### src/rtl/mono2_rx_pkg.sv
// Shared types and helpers for the LF-Monopix2 token readout sequencer.
package mono2_rx_pkg;

   localparam int DATA_BITS_DEF = 27;

   typedef enum logic [2:0] {
      IDLE,
      SETUP,
      CHECK,
      READ,
      DLY,
      SHIFT,
      PUSH,
      STOP
   } rx_state_t;

   function automatic int hit_cnt_w(input int max_hits);
      return $clog2(max_hits + 1);
   endfunction

endpackage

### src/rtl/mono2_sync2.sv
// Two-flop synchroniser for a single asynchronous level into the CLK40 domain.
module mono2_sync2 (
   input  logic i_clk,
   input  logic i_rst,
   input  logic i_d,
   output logic o_q
);

   logic [1:0] r_ff;

   always_ff @(posedge i_clk or posedge i_rst) begin
      if (i_rst) begin
         r_ff <= 2'b00;
      end else begin
         r_ff <= {r_ff[0], i_d};
      end
   end

   assign o_q = r_ff[1];

endmodule

### src/rtl/mono2_token_readout.sv
// Token-driven Freeze/Read sequencer and hit-word deserialiser for LF-Monopix2.
module mono2_token_readout
   import mono2_rx_pkg::*;
#(
   parameter int DATA_BITS    = DATA_BITS_DEF,
   parameter int READ_CYC     = 2,
   parameter int FREEZE_SETUP = 4,
   parameter int TOK_GUARD    = 3,
   parameter int MAX_HITS     = 1024
) (
   input  logic                 CLK,
   input  logic                 RST,
   input  logic                 CONF_EN,
   input  logic [7:0]           CONF_READ_DLY,
   input  logic [7:0]           CONF_FREEZE_STOP,
   input  logic                 CONF_CLR_ERR,
   input  logic                 RX_TOKEN,
   input  logic                 RX_DATA,
   output logic                 RX_FREEZE,
   output logic                 RX_READ,
   output logic [DATA_BITS-1:0] OUT_DATA,
   output logic                 OUT_VALID,
   input  logic                 OUT_READY,
   output logic                 BUSY,
   output logic [15:0]          FRAME_CNT,
   output logic                 ERR_OVF
);

   localparam int            HW      = hit_cnt_w(MAX_HITS);
   localparam logic [HW-1:0] HIT_MAX = HW'(MAX_HITS);
   localparam logic [HW-1:0] HIT_ONE = HW'(1);

   rx_state_t            r_state;
   logic [15:0]          r_cnt;
   logic [DATA_BITS-2:0] r_shreg;
   logic [HW-1:0]        r_hit;
   logic                 r_freeze;
   logic                 r_read;
   logic                 r_valid;
   logic [DATA_BITS-1:0] r_data;
   logic                 r_busy;
   logic [15:0]          r_frame;
   logic                 r_err;

   logic                 w_tok_s;
   rx_state_t            w_state_n;
   logic [15:0]          w_cnt_n;
   logic [15:0]          w_cnt_dec;
   logic [15:0]          w_stop_ld;
   logic [15:0]          w_dly_ld;
   logic [DATA_BITS-2:0] w_shreg_n;
   logic [DATA_BITS-1:0] w_sample;
   logic [HW-1:0]        w_hit_n;
   logic                 w_freeze_n;
   logic                 w_read_n;
   logic                 w_valid_n;
   logic [DATA_BITS-1:0] w_data_n;
   logic [15:0]          w_frame_n;
   logic                 w_err_set;

   mono2_sync2 u_tok_sync (
      .i_clk (CLK),
      .i_rst (RST),
      .i_d   (RX_TOKEN),
      .o_q   (w_tok_s)
   );

   assign w_cnt_dec = r_cnt - 16'd1;
   assign w_sample  = {r_shreg, RX_DATA};
   assign w_dly_ld  = {8'd0, CONF_READ_DLY} - 16'd1;
   // A zero stop time still costs one STOP cycle before Freeze drops.
   assign w_stop_ld = (CONF_FREEZE_STOP == 8'd0) ? 16'd0
                    : {8'd0, CONF_FREEZE_STOP} - 16'd1;

   always_comb begin
      w_state_n  = r_state;
      w_cnt_n    = r_cnt;
      w_shreg_n  = r_shreg;
      w_hit_n    = r_hit;
      w_freeze_n = r_freeze;
      w_read_n   = r_read;
      w_valid_n  = r_valid;
      w_data_n   = r_data;
      w_frame_n  = r_frame;
      w_err_set  = 1'b0;

      unique case (r_state)
         IDLE: begin
            w_freeze_n = 1'b0;
            if (CONF_EN && w_tok_s) begin
               w_state_n  = SETUP;
               w_cnt_n    = 16'(FREEZE_SETUP - 1);
               w_freeze_n = 1'b1;
            end
         end
         SETUP: begin
            if (r_cnt == 16'd0) begin
               w_state_n = CHECK;
            end else begin
               w_cnt_n = w_cnt_dec;
            end
         end
         CHECK: begin
            if (!w_tok_s) begin
               w_state_n = STOP;
               w_cnt_n   = w_stop_ld;
            end else if (r_hit >= HIT_MAX) begin
               w_err_set = 1'b1;
               w_state_n = STOP;
               w_cnt_n   = w_stop_ld;
            end else begin
               w_state_n = READ;
               w_cnt_n   = 16'(READ_CYC - 1);
               w_read_n  = 1'b1;
            end
         end
         READ: begin
            if (r_cnt == 16'd0) begin
               w_read_n = 1'b0;
               if (CONF_READ_DLY == 8'd0) begin
                  w_state_n = SHIFT;
                  w_cnt_n   = 16'(DATA_BITS - 1);
               end else begin
                  w_state_n = DLY;
                  w_cnt_n   = w_dly_ld;
               end
            end else begin
               w_cnt_n = w_cnt_dec;
            end
         end
         DLY: begin
            if (r_cnt == 16'd0) begin
               w_state_n = SHIFT;
               w_cnt_n   = 16'(DATA_BITS - 1);
            end else begin
               w_cnt_n = w_cnt_dec;
            end
         end
         SHIFT: begin
            w_shreg_n = w_sample[DATA_BITS-2:0];
            if (r_cnt == 16'd0) begin
               w_state_n = PUSH;
               w_data_n  = w_sample;
               w_valid_n = 1'b1;
            end else begin
               w_cnt_n = w_cnt_dec;
            end
         end
         PUSH: begin
            // Valid low inside PUSH means the token-guard wait is running.
            if (r_valid) begin
               if (OUT_READY) begin
                  w_valid_n = 1'b0;
                  w_cnt_n   = 16'(TOK_GUARD - 1);
                  if (r_hit < HIT_MAX) begin
                     w_hit_n = r_hit + HIT_ONE;
                  end
               end
            end else if (r_cnt == 16'd0) begin
               w_state_n = CHECK;
            end else begin
               w_cnt_n = w_cnt_dec;
            end
         end
         STOP: begin
            if (r_cnt == 16'd0) begin
               w_state_n  = IDLE;
               w_freeze_n = 1'b0;
               w_frame_n  = r_frame + 16'd1;
               w_hit_n    = '0;
            end else begin
               w_cnt_n = w_cnt_dec;
            end
         end
         default: begin
            w_state_n  = IDLE;
            w_freeze_n = 1'b0;
            w_read_n   = 1'b0;
            w_valid_n  = 1'b0;
         end
      endcase
   end

   always_ff @(posedge CLK or posedge RST) begin
      if (RST) begin
         r_state  <= IDLE;
         r_cnt    <= 16'd0;
         r_shreg  <= '0;
         r_hit    <= '0;
         r_freeze <= 1'b0;
         r_read   <= 1'b0;
         r_valid  <= 1'b0;
         r_data   <= '0;
         r_busy   <= 1'b0;
         r_frame  <= 16'd0;
         r_err    <= 1'b0;
      end else begin
         r_state  <= w_state_n;
         r_cnt    <= w_cnt_n;
         r_shreg  <= w_shreg_n;
         r_hit    <= w_hit_n;
         r_freeze <= w_freeze_n;
         r_read   <= w_read_n;
         r_valid  <= w_valid_n;
         r_data   <= w_data_n;
         r_busy   <= (w_state_n != IDLE);
         r_frame  <= w_frame_n;
         if (w_err_set) begin
            r_err <= 1'b1;
         end else if (CONF_CLR_ERR) begin
            r_err <= 1'b0;
         end
      end
   end

   assign RX_FREEZE = r_freeze;
   assign RX_READ   = r_read;
   assign OUT_DATA  = r_data;
   assign OUT_VALID = r_valid;
   assign BUSY      = r_busy;
   assign FRAME_CNT = r_frame;
   assign ERR_OVF   = r_err;

endmodule

### config.mk
export PLATFORM = sky130hd
export DESIGN_NAME = mono2_token_readout
export DESIGN_NICKNAME = d
export VERILOG_FILES = /design/src/rtl/mono2_rx_pkg.sv /design/src/rtl/mono2_sync2.sv /design/src/rtl/mono2_token_readout.sv
export SDC_FILE = /design/constraint.sdc
export NUM_CORES = 1
export LEC_CHECK = 0
export BUFFER_PORTS_ARGS = -buffer_cell sky130_fd_sc_hd__buf_2
export CAP_MARGIN = 10
export CORE_ASPECT_RATIO = 1.5
export CORE_MARGIN = 2
export CORE_UTILIZATION = 40
export CTS_CLUSTER_SIZE = 30
export DETAILED_ROUTE_END_ITERATION = 16
export PLACE_DENSITY = 0.65
export REMOVE_ABC_BUFFERS = 1
export SETUP_SLACK_MARGIN = 0.02
export SLEW_MARGIN = 20
export SYNTH_ARGS = -nofsm -noshare
export SYNTH_HDL_FRONTEND = slang
export SYNTH_SLANG_ARGS = --single-unit
export TNS_END_PERCENT = 10
### constraint.sdc
create_clock -name CLK -period 8.9 [get_ports CLK]
set_clock_uncertainty 0.15 [all_clocks]
set_input_delay 1.78 -clock CLK [delete_from_list [all_inputs] [get_ports CLK]]
set_output_delay 1.78 -clock CLK [all_outputs]
set_load 0.01 [all_outputs]
==> impl_metrics.prom <==
# TYPE chip_impl_metric gauge
chip_impl_metric{name="critical_path.max_fanout",unit=""} 5
chip_impl_metric{name="cts_inserted_buffers",unit=""} 9
chip_impl_metric{name="initial_utilization",unit="%"} 40.8
chip_impl_metric{name="port_buffers",unit=""} 70
chip_impl_metric{name="grt_start_max_net_pins",unit=""} 55
chip_impl_metric{name="finalSetupTns",unit="ps"} 0
chip_impl_metric{name="route.detailed.drc",unit=""} 0
chip_impl_metric{name="ctsResizeCount",unit=""} 0
chip_impl_metric{name="final_layout_size_suffix_gt1_share",unit="%"} 31.2
chip_impl_metric{name="share_of_flip_flops_with_an_asynchronous_set_or_reset",unit="%"} 100
chip_impl_metric{name="cp.required",unit="ps"} 8990
chip_impl_metric{name="clk_transition_reported_paths",unit="ps"} 80
chip_impl_metric{name="grt_pass1_vias",unit=""} 4061
chip_impl_metric{name="post_cts_hold_buffer_count",unit=""} 0
chip_impl_metric{name="synth_cell_types",unit=""} 68
chip_impl_metric{name="hpwl",unit="µm"} 8010
chip_impl_metric{name="core_area",unit="mm²"} 0.0130
chip_impl_info{name="clock_tree.root_cell",value="clkbuf_16"} 1
chip_impl_metric{name="register_bit_count_reported_by_yosys",unit=""} 106
chip_impl_metric{name="final_net_count",unit=""} 561
chip_impl_metric{name="clock_sinks",unit=""} 106
chip_impl_metric{name="edff_count_synth",unit=""} 0
chip_impl_info{name="timing.rr.start",value="r_cnt[0]"} 1
chip_impl_metric{name="r2r_cells",unit=""} 10
chip_impl_metric{name="fin_crit_sh",unit="%"} 39.8
chip_impl_info{name="critPathCaptureType",value="register"} 1
chip_impl_metric{name="avgViaCountPerCell",unit=""} 5.55
chip_impl_metric{name="die_height",unit="µm"} 145
chip_impl_metric{name="yosys_warnings",unit=""} 0
chip_impl_metric{name="cap_viol_max_count",unit=""} 0
chip_impl_metric{name="postCtsSetupBuffers",unit=""} 0
chip_impl_metric{name="first_pass_iters",unit=""} 4
chip_impl_metric{name="first_iter_violations",unit=""} 211
chip_impl_metric{name="synth_area_per_cell",unit="µm²"} 11.4
chip_impl_metric{name="worst_pin_slew",unit="ps"} 768
chip_impl_metric{name="leakagePower",unit="nW"} 2.95
chip_impl_info{name="clock_tree_from_tritoncts",value="yes"} 1
chip_impl_metric{name="floorplan.die.width",unit="µm"} 97.8
chip_impl_info{name="critical_path_class",value="input pin to register"} 1
chip_impl_metric{name="max_freq",unit="MHz"} 282
chip_impl_info{name="worstReg2RegEnd",value="r_cnt[0]"} 1
chip_impl_metric{name="route.vias.total",unit=""} 3853
chip_impl_metric{name="antenna_cells_inserted",unit=""} 0
chip_impl_metric{name="timing.final.crit_period",unit="ps"} 3540
chip_impl_info{name="outcome",value="finished clean"} 1
chip_impl_metric{name="global_route_wire_length_before_repair",unit="µm"} 19700
chip_impl_metric{name="totalWireLength",unit="µm"} 11600
chip_impl_metric{name="design.die.area",unit="mm²"} 0.0142
chip_impl_info{name="rsz0062_at_grt",value="false"} 1
chip_impl_info{name="startpoint",value="CONF_READ_DLY[0]"} 1
chip_impl_metric{name="timing.reg2reg.setup_slack",unit="ps"} 5550
chip_impl_metric{name="hold_viol_final",unit=""} 0
chip_impl_metric{name="synthToLayoutAreaGrowth",unit="%"} 14.8
chip_impl_metric{name="floorplan_row_count",unit=""} 51
chip_impl_metric{name="powerDensity",unit="mW/mm²"} 253
chip_impl_info{name="worstSetupStartpointType",value="input pin"} 1
chip_impl_info{name="worst_hold_check_path_type",value="register to register"} 1
chip_impl_metric{name="vdd_ir_drop_max",unit="mV"} 0.133
chip_impl_metric{name="timing.max_slew.rel_slack",unit="%"} 48.3
chip_impl_metric{name="grt_antenna_before_repair",unit=""} 0
chip_impl_metric{name="finalSetupViolations",unit=""} 0
chip_impl_metric{name="seq_area_frac_synth",unit="%"} 50.2
chip_impl_metric{name="mappedNetlistArea",unit="mm²"} 0.00528
chip_impl_metric{name="ctsHtreeMaxLevel",unit=""} 3
chip_impl_metric{name="grt.overflow.total",unit=""} 0
chip_impl_info{name="postSynth.topFlopCell",value="dfrtp_1"} 1
chip_impl_metric{name="arrival_time_of_the_worst_setup_path",unit="ps"} 3630
chip_impl_metric{name="design.portCount",unit=""} 71
chip_impl_metric{name="wl_per_cell",unit="µm"} 16.7
chip_impl_metric{name="drtAntennaViolNets",unit=""} 0
chip_impl_metric{name="final.hold.worst_slack",unit="ps"} 201
chip_impl_metric{name="clock_latency",unit="ps"} 350
chip_impl_info{name="setup.worst_path.end",value="r_cnt[0]"} 1
chip_impl_metric{name="place_congestion",unit=""} 0.860
chip_impl_metric{name="syn_inst",unit=""} 463
chip_impl_metric{name="finalCoreUtilization",unit="%"} 46.8
chip_impl_metric{name="max_clock_buf_depth",unit=""} 2
chip_impl_metric{name="maxSlewViolCount",unit=""} 0
chip_impl_metric{name="grt.total_usage",unit="%"} 17.1
cell families (layout without fill, tap and decap cells):
family | Yosys count | count (layout) | share of synthesized area (%)
fa+ha+maj | 8 | 8 | 1.89
flops | 106 | 106 | 50.2
xor+xnor | 32 | 32 | 5.31
simple gates | 148 | 148 | 16.9
buf+inv | 33 | 105 | 3.55
mux | 59 | 59 | 12.6
compound gates | 77 | 77 | 9.62
where the power goes:
group / internal [W] / switching [W]
clock network: 0.000249 / 0.000186
logic: 0.000201 / 0.000231
registers: 0.000561 / 0.000104
cells in the final DEF, fill, tap and decap left out, types with 8 or more instances in the layout:
| master | count |
|---|---|
| buf_2 | 70 |
| nand3_1 | 13 |
| xor2_1 | 10 |
| dfrtp_1 | 106 |
| a21oi_1 | 18 |
| mux2_2 | 58 |
| o21ai_0 | 19 |
| nand2_1 | 31 |
| nor2_1 | 32 |
| ha_1 | 8 |
| inv_1 | 14 |
| xnor2_1 | 22 |
| clkbuf_16 | 9 |
how the worst min path moves through the flow:
stage          cells after the start  slack (ps)            endpoint          startpoint
2_1_floorplan                      0         180  u_tok_sync.r_ff[1]  u_tok_sync.r_ff[0]
3_3_place_gp                       0         190  u_tok_sync.r_ff[1]  u_tok_sync.r_ff[0]
3_5_place_dp                       0         190  u_tok_sync.r_ff[1]  u_tok_sync.r_ff[0]
4_1_cts                            0         200  u_tok_sync.r_ff[1]  u_tok_sync.r_ff[0]
5_1_grt                            0         200  u_tok_sync.r_ff[1]  u_tok_sync.r_ff[0]
6_report                           0         200  u_tok_sync.r_ff[1]  u_tok_sync.r_ff[0]
through the flow:
| step | setup WS, ps | instances | cell area [µm²] | total power, W |
|---|---|---|---|---|
| finish | 5360 | 694 | 6060 | 0.00153 |
| global route | 5330 | 694 | 6060 | 0.00162 |
| CTS | 5380 | 694 | 6060 | 0.00154 |
| detailed placement | 5000 | 678 | 5730 | 0.00110 |
| global placement | 5060 | 678 | 5730 | 0.00109 |
| floorplan | 4180 | 446 | 5160 | 0.000974 |
synth_stat cells, drive strengths merged (4+ instances only):
master,count,share of area (%)
nand3,14,1.4
a31oi,5,0.59
and3,7,0.83
or3,7,0.83
nand2b,4,0.47
a211o,5,0.83
nand2,31,2.2
dfrtp,106,50
mux2,58,12
or4,5,0.92
a21oi,19,1.8
nor2,33,2.7
nor4,8,1.4
nand3b,4,0.57
and4,5,0.83
nor3,8,0.95
xnor2,22,3.6
inv,16,1.2
nand4,6,0.99
buf,9,1.4
clkbuf,8,0.95
xor2,10,1.7
o21ai,20,1.9
ha,8,1.9
cell type report:
class / count / area (µm²)
Fill cell: 1231 / 6890
Sequential cell: 106 / 2650
Multi-Input combinational cell: 324 / 2450
Timing Repair Buffer: 73 / 373
Clock buffer: 9 / 225
Tap cell: 159 / 199
Clock inverter: 7 / 101
Inverter: 16 / 65.1
registers in the layout, indices dropped and copies added (netlist names):
signal,count
BUSY,1
r_shreg,26
r_cnt,16
RX_READ,1
RX_FREEZE,1
u_tok_sync.r_ff,2
r_state,3
r_hit,11
ERR_OVF,1
OUT_DATA,27
OUT_VALID,1
FRAME_CNT,16
layer usage:
metal | vias up | GRT usage (%) | share of wire (%)
met5 | - | 0 | 0
met4 | 0 | 8.63 | 3.3
met3 | 30 | 4.32 | 5.8
met2 | 112 | 29.2 | 49
met1 | 1901 | 19.9 | 42
li1 | 1810 | - | -
worst max-delay path: stages:
cell and delay [ps]:
buf_2 130, inv_1 60, ha_1 210, or4b_4 500, or4_4 480, nand3_2 100
o32ai_1 80, o32a_1 310
No activity file was read; power rests on OpenSTA's default activity.
